--- src/rtl/mirror_zc_conditioner_pkg.sv ---
// Shared types and widths for the mirror zero-cross conditioner.
package zc_cond_pkg;

  localparam int PERIOD_W = 24;

  typedef enum logic [1:0] {
    SEARCH  = 2'b00,
    ACQUIRE = 2'b01,
    LOCKED  = 2'b10
  } zc_state_e;

endpackage

--- src/rtl/mirror_zc_conditioner_period_avg.sv ---
// Moving-average ring for measured mirror periods: a 2^AVG_LOG2_P entry ring,
// a running sum of all entries and a fill count. Flush clears everything so
// the "oldest" entry subtracted on push is always zero until the ring wraps.
module period_avg
  import zc_cond_pkg::*;
#(
  parameter int AVG_LOG2_P = 2
) (
  input  logic                           clk_i,
  input  logic                           nrst_i,
  input  logic                           push_i,
  input  logic                           flush_i,
  input  logic [PERIOD_W-1:0]            p_i,
  output logic [PERIOD_W+AVG_LOG2_P-1:0] sum_o,
  output logic [AVG_LOG2_P:0]            fill_o,
  output logic                           full_o
);

  localparam int DEPTH  = 1 << AVG_LOG2_P;
  localparam int IDX_W  = (AVG_LOG2_P > 0) ? AVG_LOG2_P : 1;
  localparam int FILL_W = AVG_LOG2_P + 1;
  localparam int SUM_W  = PERIOD_W + AVG_LOG2_P;

  logic [PERIOD_W-1:0] ring_q [DEPTH];
  logic [IDX_W-1:0]    wr_q;
  logic [FILL_W-1:0]   fill_q;
  logic [SUM_W-1:0]    sum_q;

  assign full_o = (fill_q == FILL_W'(DEPTH));
  assign fill_o = fill_q;
  assign sum_o  = sum_q;

  // Ring write, running-sum update and fill tracking; flush wins over push.
  always_ff @(posedge clk_i or negedge nrst_i) begin
    if (!nrst_i) begin
      for (int i = 0; i < DEPTH; i++) ring_q[i] <= '0;
      wr_q   <= '0;
      fill_q <= '0;
      sum_q  <= '0;
    end else if (flush_i) begin
      for (int i = 0; i < DEPTH; i++) ring_q[i] <= '0;
      wr_q   <= '0;
      fill_q <= '0;
      sum_q  <= '0;
    end else if (push_i) begin
      ring_q[wr_q] <= p_i;
      sum_q        <= sum_q + SUM_W'(p_i) - SUM_W'(ring_q[wr_q]);
      wr_q         <= (wr_q == IDX_W'(DEPTH - 1)) ? '0 : wr_q + 1'b1;
      if (!full_o) fill_q <= fill_q + 1'b1;
    end
  end

endmodule

--- src/rtl/mirror_zc_conditioner.sv ---
// Mirror zero-cross conditioner: synchronizes and debounces the comparator,
// emits a one-cycle zc_o per accepted rising edge, measures the mirror period
// and publishes a moving-average period once the edge train is locked.
module mirror_zc_conditioner
  import zc_cond_pkg::*;
#(
  parameter int SYNC_STAGES_P = 2,
  parameter int DEBOUNCE_P    = 8,
  parameter int AVG_LOG2_P    = 2,
  parameter int PERIOD_MIN_P  = 10000,
  parameter int PERIOD_MAX_P  = 40000,
  parameter int FREQ_INIT_P   = 20000
) (
  input  logic                clk_i,
  input  logic                nrst_i,
  input  logic                zc_raw_i,
  output logic                zc_o,
  output logic [PERIOD_W-1:0] freq_o,
  output logic                freq_valid_o,
  output logic                lock_o,
  output logic                timeout_o
);

  localparam int DEPTH  = 1 << AVG_LOG2_P;
  localparam int FILL_W = AVG_LOG2_P + 1;
  localparam int SUM_W  = PERIOD_W + AVG_LOG2_P;
  localparam int DB_W   = 8;

  // Saturating period-counter increment so a dead mirror never wraps.
  function automatic logic [PERIOD_W-1:0] sat_inc(input logic [PERIOD_W-1:0] v);
    return (&v) ? v : v + 1'b1;
  endfunction

  logic [SYNC_STAGES_P-1:0] sync_q;
  logic                     zc_s;
  logic                     zc_f_q;
  logic [DB_W-1:0]          db_cnt_q;
  logic [PERIOD_W-1:0]      per_cnt_q;

  logic                     ev_p0;
  logic                     in_rng_p0;
  logic                     tmo_p0;
  logic                     vld_p1;

  zc_state_e                state_q, state_d;
  logic                     push, flush, upd;

  logic [SUM_W-1:0]         avg_sum;
  logic [FILL_W-1:0]        avg_fill;
  logic                     avg_full;
  logic                     near_full;

  assign zc_s = sync_q[SYNC_STAGES_P-1];

  // Metastability synchronizer on the raw comparator.
  always_ff @(posedge clk_i or negedge nrst_i) begin
    if (!nrst_i) sync_q <= '0;
    else         sync_q <= {sync_q[SYNC_STAGES_P-2:0], zc_raw_i};
  end

  // Debounce: toggle the filtered level after DEBOUNCE_P consecutive disagreeing samples.
  always_ff @(posedge clk_i or negedge nrst_i) begin
    if (!nrst_i) begin
      zc_f_q   <= 1'b0;
      db_cnt_q <= '0;
    end else if (db_cnt_q == DB_W'(DEBOUNCE_P)) begin
      zc_f_q   <= ~zc_f_q;
      db_cnt_q <= '0;
    end else if (zc_s != zc_f_q) begin
      db_cnt_q <= db_cnt_q + 1'b1;
    end else begin
      db_cnt_q <= '0;
    end
  end

  // Stage p0: edge event, range check and watchdog on the pre-increment count.
  assign ev_p0     = (db_cnt_q == DB_W'(DEBOUNCE_P)) && !zc_f_q;
  assign in_rng_p0 = (per_cnt_q >= PERIOD_W'(PERIOD_MIN_P)) &&
                     (per_cnt_q <= PERIOD_W'(PERIOD_MAX_P));
  assign tmo_p0    = (state_q != SEARCH) && !ev_p0 &&
                     (per_cnt_q == PERIOD_W'(PERIOD_MAX_P + 1));
  assign near_full = (avg_fill == FILL_W'(DEPTH - 1)) && !avg_full;

  // Period counter: restarts at 1 on each edge so its value on the next edge is the period.
  always_ff @(posedge clk_i or negedge nrst_i) begin
    if (!nrst_i)    per_cnt_q <= '0;
    else if (ev_p0) per_cnt_q <= PERIOD_W'(1);
    else            per_cnt_q <= sat_inc(per_cnt_q);
  end

  // FSM state register.
  always_ff @(posedge clk_i or negedge nrst_i) begin
    if (!nrst_i) state_q <= SEARCH;
    else         state_q <= state_d;
  end

  // FSM next-state logic; watchdog and edge are mutually exclusive by construction.
  always_comb begin
    state_d = state_q;
    case (state_q)
      SEARCH:  if (ev_p0) state_d = ACQUIRE;
      ACQUIRE: begin
        if (tmo_p0)                            state_d = SEARCH;
        else if (ev_p0 && in_rng_p0 && near_full) state_d = LOCKED;
      end
      LOCKED: begin
        if (tmo_p0)                   state_d = SEARCH;
        else if (ev_p0 && !in_rng_p0) state_d = ACQUIRE;
      end
      default: state_d = SEARCH;
    endcase
  end

  // FSM outputs: averager push/flush and the request to republish freq_o.
  always_comb begin
    push  = 1'b0;
    flush = 1'b0;
    upd   = 1'b0;
    case (state_q)
      ACQUIRE: begin
        if (tmo_p0) flush = 1'b1;
        else if (ev_p0) begin
          if (in_rng_p0) begin
            push = 1'b1;
            upd  = near_full;
          end else begin
            flush = 1'b1;
          end
        end
      end
      LOCKED: begin
        if (tmo_p0) flush = 1'b1;
        else if (ev_p0) begin
          if (in_rng_p0) begin
            push = 1'b1;
            upd  = 1'b1;
          end else begin
            flush = 1'b1;
          end
        end
      end
      default: ;
    endcase
  end

  period_avg #(
    .AVG_LOG2_P (AVG_LOG2_P)
  ) u_avg (
    .clk_i   (clk_i),
    .nrst_i  (nrst_i),
    .push_i  (push),
    .flush_i (flush),
    .p_i     (per_cnt_q),
    .sum_o   (avg_sum),
    .fill_o  (avg_fill),
    .full_o  (avg_full)
  );

  // Stage p1: edge pulse, watchdog pulse and pending average update.
  always_ff @(posedge clk_i or negedge nrst_i) begin
    if (!nrst_i) begin
      zc_o      <= 1'b0;
      timeout_o <= 1'b0;
      vld_p1    <= 1'b0;
    end else begin
      zc_o      <= ev_p0;
      timeout_o <= tmo_p0;
      vld_p1    <= upd;
    end
  end

  // Stage p2: publish the average once the ring sum has absorbed the new period.
  always_ff @(posedge clk_i or negedge nrst_i) begin
    if (!nrst_i) begin
      freq_o       <= PERIOD_W'(FREQ_INIT_P);
      freq_valid_o <= 1'b0;
    end else begin
      freq_valid_o <= vld_p1;
      if (vld_p1) freq_o <= PERIOD_W'(avg_sum >> AVG_LOG2_P);
    end
  end

  // Lock flag: rises with the first published average, drops as soon as LOCKED is left.
  always_ff @(posedge clk_i or negedge nrst_i) begin
    if (!nrst_i)                                      lock_o <= 1'b0;
    else if (state_q == LOCKED && state_d != LOCKED)  lock_o <= 1'b0;
    else if (vld_p1 && state_q == LOCKED)             lock_o <= 1'b1;
  end

endmodule

--- config.mk ---
export PLATFORM = sky130hd
export DESIGN_NAME = mirror_zc_conditioner
export DESIGN_NICKNAME = d
export VERILOG_FILES = /design/src/rtl/mirror_zc_conditioner_pkg.sv /design/src/rtl/mirror_zc_conditioner_period_avg.sv /design/src/rtl/mirror_zc_conditioner.sv
export SDC_FILE = /design/constraint.sdc
export NUM_CORES = 1
export LEC_CHECK = 0
export CAP_MARGIN = 25
export CORE_MARGIN = 3
export CORE_UTILIZATION = 40
export DETAILED_ROUTE_END_ITERATION = 6
export SLEW_MARGIN = 5
export SYNTH_ARGS = -nofsm -noshare
export SYNTH_HDL_FRONTEND = slang
export SYNTH_SLANG_ARGS = --single-unit
--- constraint.sdc ---
create_clock -name clk_i -period 9.1 [get_ports clk_i]
set_input_delay 1.82 -clock clk_i [delete_from_list [all_inputs] [get_ports clk_i]]
set_output_delay 1.82 -clock clk_i [all_outputs]
set_load 0.005 [all_outputs]
==> out/metrics.yaml, run 1 <==
layout-drive-gt1-share_pct: 12.6
synth_cells: 920
fin_util_pct: 45.5
first_pass_iters: 5
ys_types: 66
cts_setup_buffers: 0
ant_nets: 0
start_util_pct: 41.0
syn_nets: 989
cts_tree: "done"
ys_seq_area_share_pct: 46.6
vias: 6847
wl_um: 23200
cts.sinks: 193
dr.first_iter.drc_count: 609
hp-start: "sync_q[0]$_DFF_PN0_"
routabilityCongestion: 0.878
hold_class: "reg2reg"
cts_root_buffer: "clkbuf_16"
status: "finished, final reports clean"
skew_ns: 0.0143
hold_end: "sync_q[1]$_DFF_PN0_"
p_clk_share_pct: 33.6
port_buffers: 30
rrSetupSlack_ns: 4.41
htreeDepth: 4
cts_resized: 0
p_comb_share_pct: 27.0
intPower_w: 0.00155
cp.arrival_ns: 5.01
p_sw_w: 0.000818
switching_share_pct: 34.5
via_per_inst: 5.39
power_density_nw_per_um2: 206
rsz0062_at_grt: "false"
clkLatencyLatePin_ns: 0.45
area.sequential_um2: 4840
synth.avg_cell_area_um2: 11.3
start_kind: "flop"
layout_min_cycle_time_ns: 4.69
postCtsHoldBufs: 0
drc: 0
hpwl_um: 15700
clock.fmax_mhz: 213
nFillCells: 2351
gr-total-overflow: 0
cts.clk_slew.worst_paths_ns: 0.08
end_kind: "flop"
grt_max_degree: 69
final_hold_viol_count: 0
die_h_um: 167
critical_path_required_ns: 9.42
synth-edff-count: 0
critical_path_peak_fanout: 28
grt_pass1_wl_um: 38500
critPathKind: "reg2reg"
finalInstanceArea_um2: 11500
ir_worst_vdd_mv: 0.134
synth-warning-count: 0
setup_tns_ns: 0
syn_to_final_growth_pct: 11.0
finalMaxSlewViolations: 0
async_reset_ff_share_pct: 100
grt_use_total_pct: 17.3
coreArea_um2: 25300
final_cell_count_no_fill: 1270
grt_pass1_vias: 6908
cts_buffers: 17
finalPower_w: 0.00237
antenna_cells: 0
fin_nets: 996
die_x_um: 167
maxCapViolations: 0
ctsLongestPathBuffers: 2
design.portCount: 31
min_period_over_period_pct: 51.5
hold_depth: 0
sequentialPowerShare_pct: 39.4
grt_antenna_before_repair: 0
cellLeakagePower_nw: 5.39
max_slew_margin_pct: 38.9
placed_area_um2: 10800
dieArea_um2: 27900
core.rowCount: 58
rr_endpoint: "u_avg.sum_o[20]$_DFFE_PN0P_"
wl_per_cell_um: 18.3
setup_viol: 0
place_inst: 1237
multiInputGateArea_um2: 4830
syn_area_um2: 10400
synth_seq_cells: 193
r2r_cells: 14
synth_ff_type: "dfrtp_1"
tightest_slew_ns: 0.916
r2r-start: "u_avg.wr_q[0]$_DFFE_PN0P_"
-- routing by layer --
layer	wire length [um]	vias up	track usage, %	share of wire, %
li1	-	3224	-	-
met1	11300	3467	25.6	49
met2	10600	137	27.1	46
met3	1000	19	2.14	4.3
met4	287	0	4.73	1.2
met5	0	-	0	0
-- worst max-delay path by stage --
| stage | from | end | slack (ns) | cells after the start |
|---|---|---|---|---|
| 5_1_grt | u_avg.wr_q[0]$_DFFE_PN0P_ | u_avg.sum_o[20]$_DFFE_PN0P_ | 4.13 | 14 |
| 6_report | u_avg.wr_q[0]$_DFFE_PN0P_ | u_avg.sum_o[20]$_DFFE_PN0P_ | 4.41 | 14 |
| 3_3_place_gp | u_avg.wr_q[0]$_DFFE_PN0P_ | u_avg.sum_o[20]$_DFFE_PN0P_ | 4.46 | 14 |
| 3_5_place_dp | u_avg.wr_q[0]$_DFFE_PN0P_ | u_avg.sum_o[20]$_DFFE_PN0P_ | 4.40 | 14 |
| 4_1_cts | u_avg.wr_q[0]$_DFFE_PN0P_ | u_avg.sum_o[20]$_DFFE_PN0P_ | 4.40 | 14 |
| 2_1_floorplan | u_avg.wr_q[0]$_DFFE_PN0P_ | u_avg.sum_o[25]$_DFFE_PN0P_ | 4.70 | 13 |
-- through the flow --
stage	hold slack, ns	worst slack, ns
after floorplan	0.331	4.70
after global placement	0.334	4.46
after detailed placement	0.335	4.40
after CTS	0.353	4.40
after global routing	0.373	4.13
final	0.351	4.41
-- final cells by class --
cell class              count  share of cell area (%)
clock buffers              17                    3.69
clock inverters            15                    1.88
inverters                 115                    3.75
multi-input cells         564                    41.9
flip-flops and latches    193                    42.0
well taps                 330                    3.58
repair buffers             36                    3.20
-- Yosys cell counts, drive strengths merged, types with 26 or more instances --
cell   count  share of area (%)
dfrtp    188                 45
inv      114                4.1
a22o      67                5.7
nor2      47                1.8
ha        42                5.1
nand2     36                1.4
and2      34                2.0
buf       33                2.2
xnor2     32                2.7
o21ai     28                1.8
a21oi     26                1.4
-- worst max-delay path: stages (launching register included) --
cell and delay [ns]:
dfrtp_2 0.35, buf_4 0.48, mux4_2 0.59, fa_1 0.49
inv_1 0.07, fa_1 0.45, a21o_1 0.19, a21oi_1 0.21
o21bai_1 0.12, a221oi_1 0.59, o31ai_1 0.24, and2_1 0.21
a221oi_1 0.30, xor2_1 0.18, o22ai_1 0.08
-- power by group through the flow --
stage | sequential [W] | combinational, W | clock [W]
after floorplan | 0.000910 | 0.000543 | 0
after global placement | 0.000947 | 0.000629 | 0
after detailed placement | 0.000947 | 0.000634 | 0
after CTS | 0.000931 | 0.000638 | 0.000815
after global routing | 0.000939 | 0.000741 | 0.000853
final | 0.000932 | 0.000640 | 0.000796
-- sequential cells by signal, indices dropped and copies added, names as in the netlist, 2 cells and up --
name / count
db_cnt_q: 8
sync_q: 2
u_avg.wr_q: 2
per_cnt_q: 24
u_avg.ring_q: 96
u_avg.sum_o: 26
state_q: 2
freq_o: 24
u_avg.fill_o: 3
-- layout by cell type (no fill, tap or decap), types with 6 or more instances in the layout --
cell type and count:
a21o_1 14, xnor2_1 32, a22o_1 67, mux4_2 24, nand3_1 25, clkinv_8 6, ha_1 42, o22ai_1 13
nand2_1 34, or3_1 6, xor2_1 17, nand4_1 14, and2_1 34, nor2_1 46, and3_1 15, a21oi_1 25
nand2b_1 6, o31ai_1 8, dfrtp_1 187, clkdlybuf4s50_1 29, o21ai_0 22, inv_1 114, mux2_2 25, nor3_1 6
nor4_1 7, clkbuf_16 17, fa_1 24
-- cell families (layout without fill, tap and decap cells) --
group	count (synthesis)	count (layout)	share of synthesized area (%)
xor gates and xnor gates	49	49	4.14
adders and majority gates	66	66	9.69
and+or+nand+nor	218	218	11.5
AOI/OAI and AO/OA	182	182	13.2
buffers and inverters	163	183	6.91
muxes	49	49	7.92
DFF	193	193	46.6
No activity file was read; power rests on OpenSTA's default activity.
==> run 2, diff against run 1 <==
clock period = 4.4 ns   (was 9.1 ns; I/O delays follow)
==> run 2 against run 1 <==
First-iteration DRC count shrank 6.6%. Die area is the same. Sequential share of layout area shrank 0.41 points. Sequential power grew 110%. Power grew 110%. Via count shrank 0.80%. Combinational power grew 120%. Critical endpoint is now u_avg.sum_o[25]$_DFFE_PN0P_. Core utilization grew 0.45 points. Clock skew grew 0.0019 ns. Critical path depth is the same. Sequential cell count is the same. Worst hold slack gained 0.00099 ns.
==> out/metrics.yaml, run 2 (same netlist as run 1, synthesis figures left out) <==
critical_path_peak_fanout: 23
mostFrequentLayoutCell: "dfrtp_1"
clock.fmax_mhz: 242
startpoint: "u_avg.wr_q[0]$_DFFE_PN0P_"
maxCapViolations: 0
end_kind: "flop"
grt.met1_usage_pct: 26.3
dr.first_iter.drc_count: 569
clkLatencyLatePin_ns: 0.45
finalInstanceArea_um2: 11600
port_buffers: 30
min_period_over_period_pct: 93.9
antenna_cells: 0
final_cell_mix: "dfrtp_1, inv_1, a22o_1"
grtUsageMet3_pct: 1.97
place_inst: 1245
hold_depth: 0
layout-drive-gt1-share_pct: 13.3
grt.met2_usage_pct: 26.2
setup_tns_ns: 0
routabilityCongestion: 0.873
wl_per_cell_um: 18.1
cellLeakagePower_nw: 5.45
via_per_inst: 5.32
syn_to_final_growth_pct: 12.1
hold_class: "reg2reg"
final_cell_count_no_fill: 1277
ir_worst_vdd_mv: 0.301
htreeDepth: 4
gr-total-overflow: 0
finalPower_w: 0.00500
coreArea_um2: 25300
ctsLongestPathBuffers: 2
power_density_nw_per_um2: 430
grt_pass1_vias: 6790
die_x_um: 167
cts.sinks: 193
grt.busiest_layer: "met1"
die_h_um: 167
core.rowCount: 58
status: "finished, final reports clean"
rsz0062_at_grt: "false"
grt_max_degree: 114
grt_antenna_before_repair: 0
first_pass_iters: 5
skew_ns: 0.0162
critPathKind: "reg2reg"
largest_reg_flops: 96
nFillCells: 2298
drc: 0
setup_viol: 0
cp.arrival_ns: 4.46
grt_pass1_wl_um: 38700
cts_tree: "done"
r2r-start: "u_avg.wr_q[0]$_DFFE_PN0P_"
hp-start: "sync_q[0]$_DFF_PN0_"
placed_area_um2: 11000
design.portCount: 31
fin_nets: 1003
max_slew_margin_pct: 38.9
start_kind: "flop"
regMostFlops: "u_avg.ring_q"
ant_nets: 0
dieArea_um2: 27900
start_util_pct: 41.0
hpwl_um: 16200
cts_root_buffer: "clkbuf_16"
vias: 6792
final_hold_viol_count: 0
cts_buffers: 17
critical_path_required_ns: 4.73
layout_min_cycle_time_ns: 4.13
grt_use_total_pct: 17.3
r2r_cells: 14
cts.clk_slew.worst_paths_ns: 0.09
tightest_slew_ns: 0.916
wl_um: 23100
finalMaxSlewViolations: 0
==> run 2: changes by cell type in the layout (fill, tap and decap cells not counted), sizes merged <==
cell	before	now
clkinv	7	3
inv	123	127
buf	6	13
==> run 2: stage by stage <==
step,hold WS (ns),utilization [%],setup WS [ns]
global route,0.373,45.9,0.000584
finish,0.352,45.9,0.270
global placement,0.335,43.2,0.310
detailed placement,0.335,43.3,0.186
CTS,0.354,45.9,0.181
floorplan,0.331,-,0.184
==> run 2: per-layer routing <==
metal | share of wire [%] | vias up
met5 | 0 | -
met3 | 3.2 | 25
met4 | 1.7 | 0
met2 | 46 | 130
met1 | 49 | 3393
li1 | - | 3244
==> run 2: final cells by class <==
class	instances	area (um^2)	share of cell area [%]
clock buffers	17	425	3.66
clock inverters	15	225	1.94
inverters	115	432	3.71
multi-input cells	564	4840	41.6
flip-flops and latches	193	4840	41.6
well taps	330	413	3.55
repair buffers	43	459	3.95
==> run 2: power breakdown <==
| group | switching (W) | internal, W | total (W) |
|---|---|---|---|
| logic | 0.000779 | 0.000617 | 0.00140 |
| registers | 0.0000961 | 0.00182 | 0.00192 |
| clock network | 0.000875 | 0.000817 | 0.00169 |
| total | 0.00175 | 0.00325 | 0.00500 |
==> run 2: timing repair <==
item                                    4_1_cts  5_1_grt
hold buffers                                  0        0
endpoints found under the setup margin        0        1
resized for setup                             0        2
setup buffers                                 0        0
==> run 2: worst paths after layout <==
kind / slack (ns) / end
hold reg to reg: 0.35 / sync_q[1]$_DFF_PN0_
hold / removal: 0.35 / sync_q[1]$_DFF_PN0_
setup / recovery: 0.27 / u_avg.sum_o[25]$_DFFE_PN0P_
min in group asynchronous: 0.51 / freq_o[22]$_DFFE_PN0P_
max in group asynchronous: 3.02 / u_avg.ring_q[68]$_DFFE_PN0P_
setup reg to reg: 0.27 / u_avg.sum_o[25]$_DFFE_PN0P_
==> run 2: worst max-delay path, stage by stage, from the launching register on <==
cell and delay, ns:
dfrtp_2 0.52, buf_12 0.25, mux4_2 0.57, fa_1 0.50
inv_1 0.04, ha_1 0.36, nand4_1 0.24, inv_1 0.07
a221oi_1 0.42, o31ai_4 0.20, a221oi_2 0.32, or4_1 0.18
a31oi_1 0.07, o21ai_0 0.17, o31ai_1 0.09
==> run 3, diff against run 2 <==
SYNTH_HIERARCHICAL = 1   (was default)
==> run 3 against run 2 <==
Critical path depth unchanged. Cell area up 6.9%. Die area is 6.6% higher. Non-clock buffer count rose by 16. Critical endpoint is now u_avg/sum_o[22]$_DFFE_PN0P_. Worst hold slack lost 0.00059 ns. Worst setup slack gained 0.0088 ns.
==> out/metrics.yaml, run 3 <==
critical_path_peak_fanout: 5
synth_top_area_share_pct: 42.4
setup_viol: 0
critPathKind: "reg2reg"
grtUsageMet3_pct: 3.11
grt_antenna_before_repair: 0
min_period_over_period_pct: 93.7
wl_um: 26400
fin_util_pct: 45.9
async_reset_ff_share_pct: 100
mostFrequentLayoutCell: "nand2_1"
ys_seq_area_share_pct: 43.6
dieArea_um2: 29800
finalMaxSlewViolations: 0
final_cell_mix: "nand2_1, dfrtp_1, a21oi_1"
gr-total-overflow: 0
synth-warning-count: 6
synthTopCellsByArea: "dfrtp_1, nand2_1, a21oi_1"
dr.first_iter.drc_count: 793
syn_to_final_growth_pct: 12.1
largest_reg_flops: 96
hp-start: "sync_q[0]$_DFF_PN0_"
hold_class: "reg2reg"
synth_cells: 1184
finalInstanceArea_um2: 12400
grt_pass1_vias: 8347
tightest_slew_ns: 1.04
cts_setup_buffers: 0
postCtsHoldBufs: 0
start_kind: "flop"
cts_root_buffer: "clkbuf_16"
die_h_um: 173
layout-drive-gt1-share_pct: 10.9
design.portCount: 31
ant_nets: 0
coreArea_um2: 27100
synth_largest_area_cell: "dfrtp_1"
antenna_cells: 0
cellLeakagePower_nw: 5.56
syn_nets: 1252
r2r-start: "u_avg/wr_q[0]$_DFFE_PN0P_"
status: "finished, final reports clean"
r2r_cells: 14
layout_min_cycle_time_ns: 4.12
yosysMostFrequentCell: "nand2_1"
grt_max_degree: 99
max_slew_margin_pct: 30.6
first_pass_iters: 5
skew_ns: 0.0134
wl_per_cell_um: 16.6
synthTopCellsByCount: "nand2_1, dfrtp_1, a21oi_1"
ys_types: 74
cts_tree: "done"
hold_depth: 0
power_density_nw_per_um2: 393
start_util_pct: 40.9
cp.arrival_ns: 4.45
setup_tns_ns: 0
die_x_um: 173
port_buffers: 30
end_kind: "flop"
hpwl_um: 18400
drc: 0
synth-edff-count: 0
rrSetupSlack_ns: 0.28
grt_pass1_wl_um: 44200
cts.sinks: 193
grt.met2_usage_pct: 28.4
vias: 8282
fin_nets: 1271
grt.met1_usage_pct: 26.3
rsz0062_at_grt: "false"
rr_endpoint: "u_avg/sum_o[22]$_DFFE_PN0P_"
placed_area_um2: 11900
clock.fmax_mhz: 243
routabilityCongestion: 0.845
cts_buffers: 17
syn_area_um2: 11100
via_per_inst: 5.22
regMostFlops: "u_avg/ring_q"
critical_path_required_ns: 4.72
synth_seq_cells: 193
core.rowCount: 60
grt_use_total_pct: 18.0
synth_ff_type: "dfrtp_1"
synth.avg_cell_area_um2: 9.37
ctsLongestPathBuffers: 2
hold_end: "sync_q[1]$_DFF_PN0_"
htreeDepth: 4
ir_worst_vdd_mv: 0.234
grt.busiest_layer: "met2"
clkLatencyLatePin_ns: 0.44
cts.clk_slew.worst_paths_ns: 0.08
final_hold_viol_count: 0
cts_resized: 0
maxCapViolations: 0
run 3: changes by cell type after synthesis, moves of 26 or more:
cell,before,now
nand2_1,34,229
a21oi_1,25,135
a22o_1,67,0
clkbuf_1,14,46
nor2_1,46,76
and2_1,34,8
run 3: power by group:
| part | leakage (nW) | switching [W] | internal (W) | total (W) |
|---|---|---|---|---|
| clock | 0.273 | 0.000713 | 0.000824 | 0.00154 |
| combinational | 2.63 | 0.000808 | 0.000647 | 0.00145 |
| sequential | 2.66 | 0.0000723 | 0.00182 | 0.00189 |
run 3: how the worst max path moves through the flow:
stage	startpoint	endpoint	slack (ns)	depth (start not counted)
3_3_place_gp	u_avg/wr_q[0]$_DFFE_PN0P_	u_avg/sum_o[19]$_DFFE_PN0P_	0.35	13
5_1_grt	u_avg/wr_q[0]$_DFFE_PN0P_	u_avg/sum_o[19]$_DFFE_PN0P_	0.002	13
4_1_cts	u_avg/wr_q[0]$_DFFE_PN0P_	u_avg/sum_o[19]$_DFFE_PN0P_	0.29	13
3_5_place_dp	u_avg/wr_q[0]$_DFFE_PN0P_	u_avg/sum_o[19]$_DFFE_PN0P_	0.29	13
2_1_floorplan	u_avg/wr_q[0]$_DFFE_PN0P_	u_avg/sum_o[19]$_DFFE_PN0P_	0.16	14
6_report	u_avg/wr_q[0]$_DFFE_PN0P_	u_avg/sum_o[22]$_DFFE_PN0P_	0.28	14
run 3: kinds of logic (layout without fill, tap and decap cells):
kind of cell	count (synthesis)	after routing	share of synthesized area, %
AO/OA/AOI/OAI	210	210	11.3
buffers and inverters	179	211	6.49
XOR/XNOR	44	44	3.47
flip-flops	193	193	43.6
AND/OR/NAND/NOR	428	428	17.3
multiplexers	65	65	8.87
adder cells (fa/ha/maj)	65	65	8.96
run 3: per-stage QoR:
step	worst slack [ns]	cells	total power (W)	hold WS [ns]
after global placement	0.351	1555	0.00336	0.334
after global routing	0.00223	1588	0.00518	0.371
after detailed placement	0.293	1555	0.00337	0.340
final	0.278	1588	0.00488	0.351
after floorplan	0.158	1184	0.00300	0.331
after CTS	0.294	1587	0.00492	0.356
run 3: area by class of cell:
class	instances	area [um^2]
repair buffers	59	567
clock inverters	9	98.8
fillers	2595	14700
clock buffers	23	468
multi-input cells	812	5550
well taps	372	465
inverters	120	450
flip-flops and latches	193	4840
run 3: worst max-delay path, cell delays in order, from the launching register on:
cell	delay, ns
dfrtp_1	0.45
buf_4	0.20
mux4_2	0.53
ha_1	0.29
inv_1	0.04
ha_1	0.20
fa_1	0.41
a21oi_1	0.24
o22ai_1	0.19
o41ai_1	0.49
nor4b_1	0.42
o31a_1	0.19
o211ai_1	0.13
mux2i_1	0.17
nand2_1	0.07
run 3: per-layer routing:
metal / routed length [um] / share of wire [%]
met5: 0 / 0
met3: 811 / 3.1
met4: 225 / 0.85
met2: 12400 / 47
met1: 13000 / 49
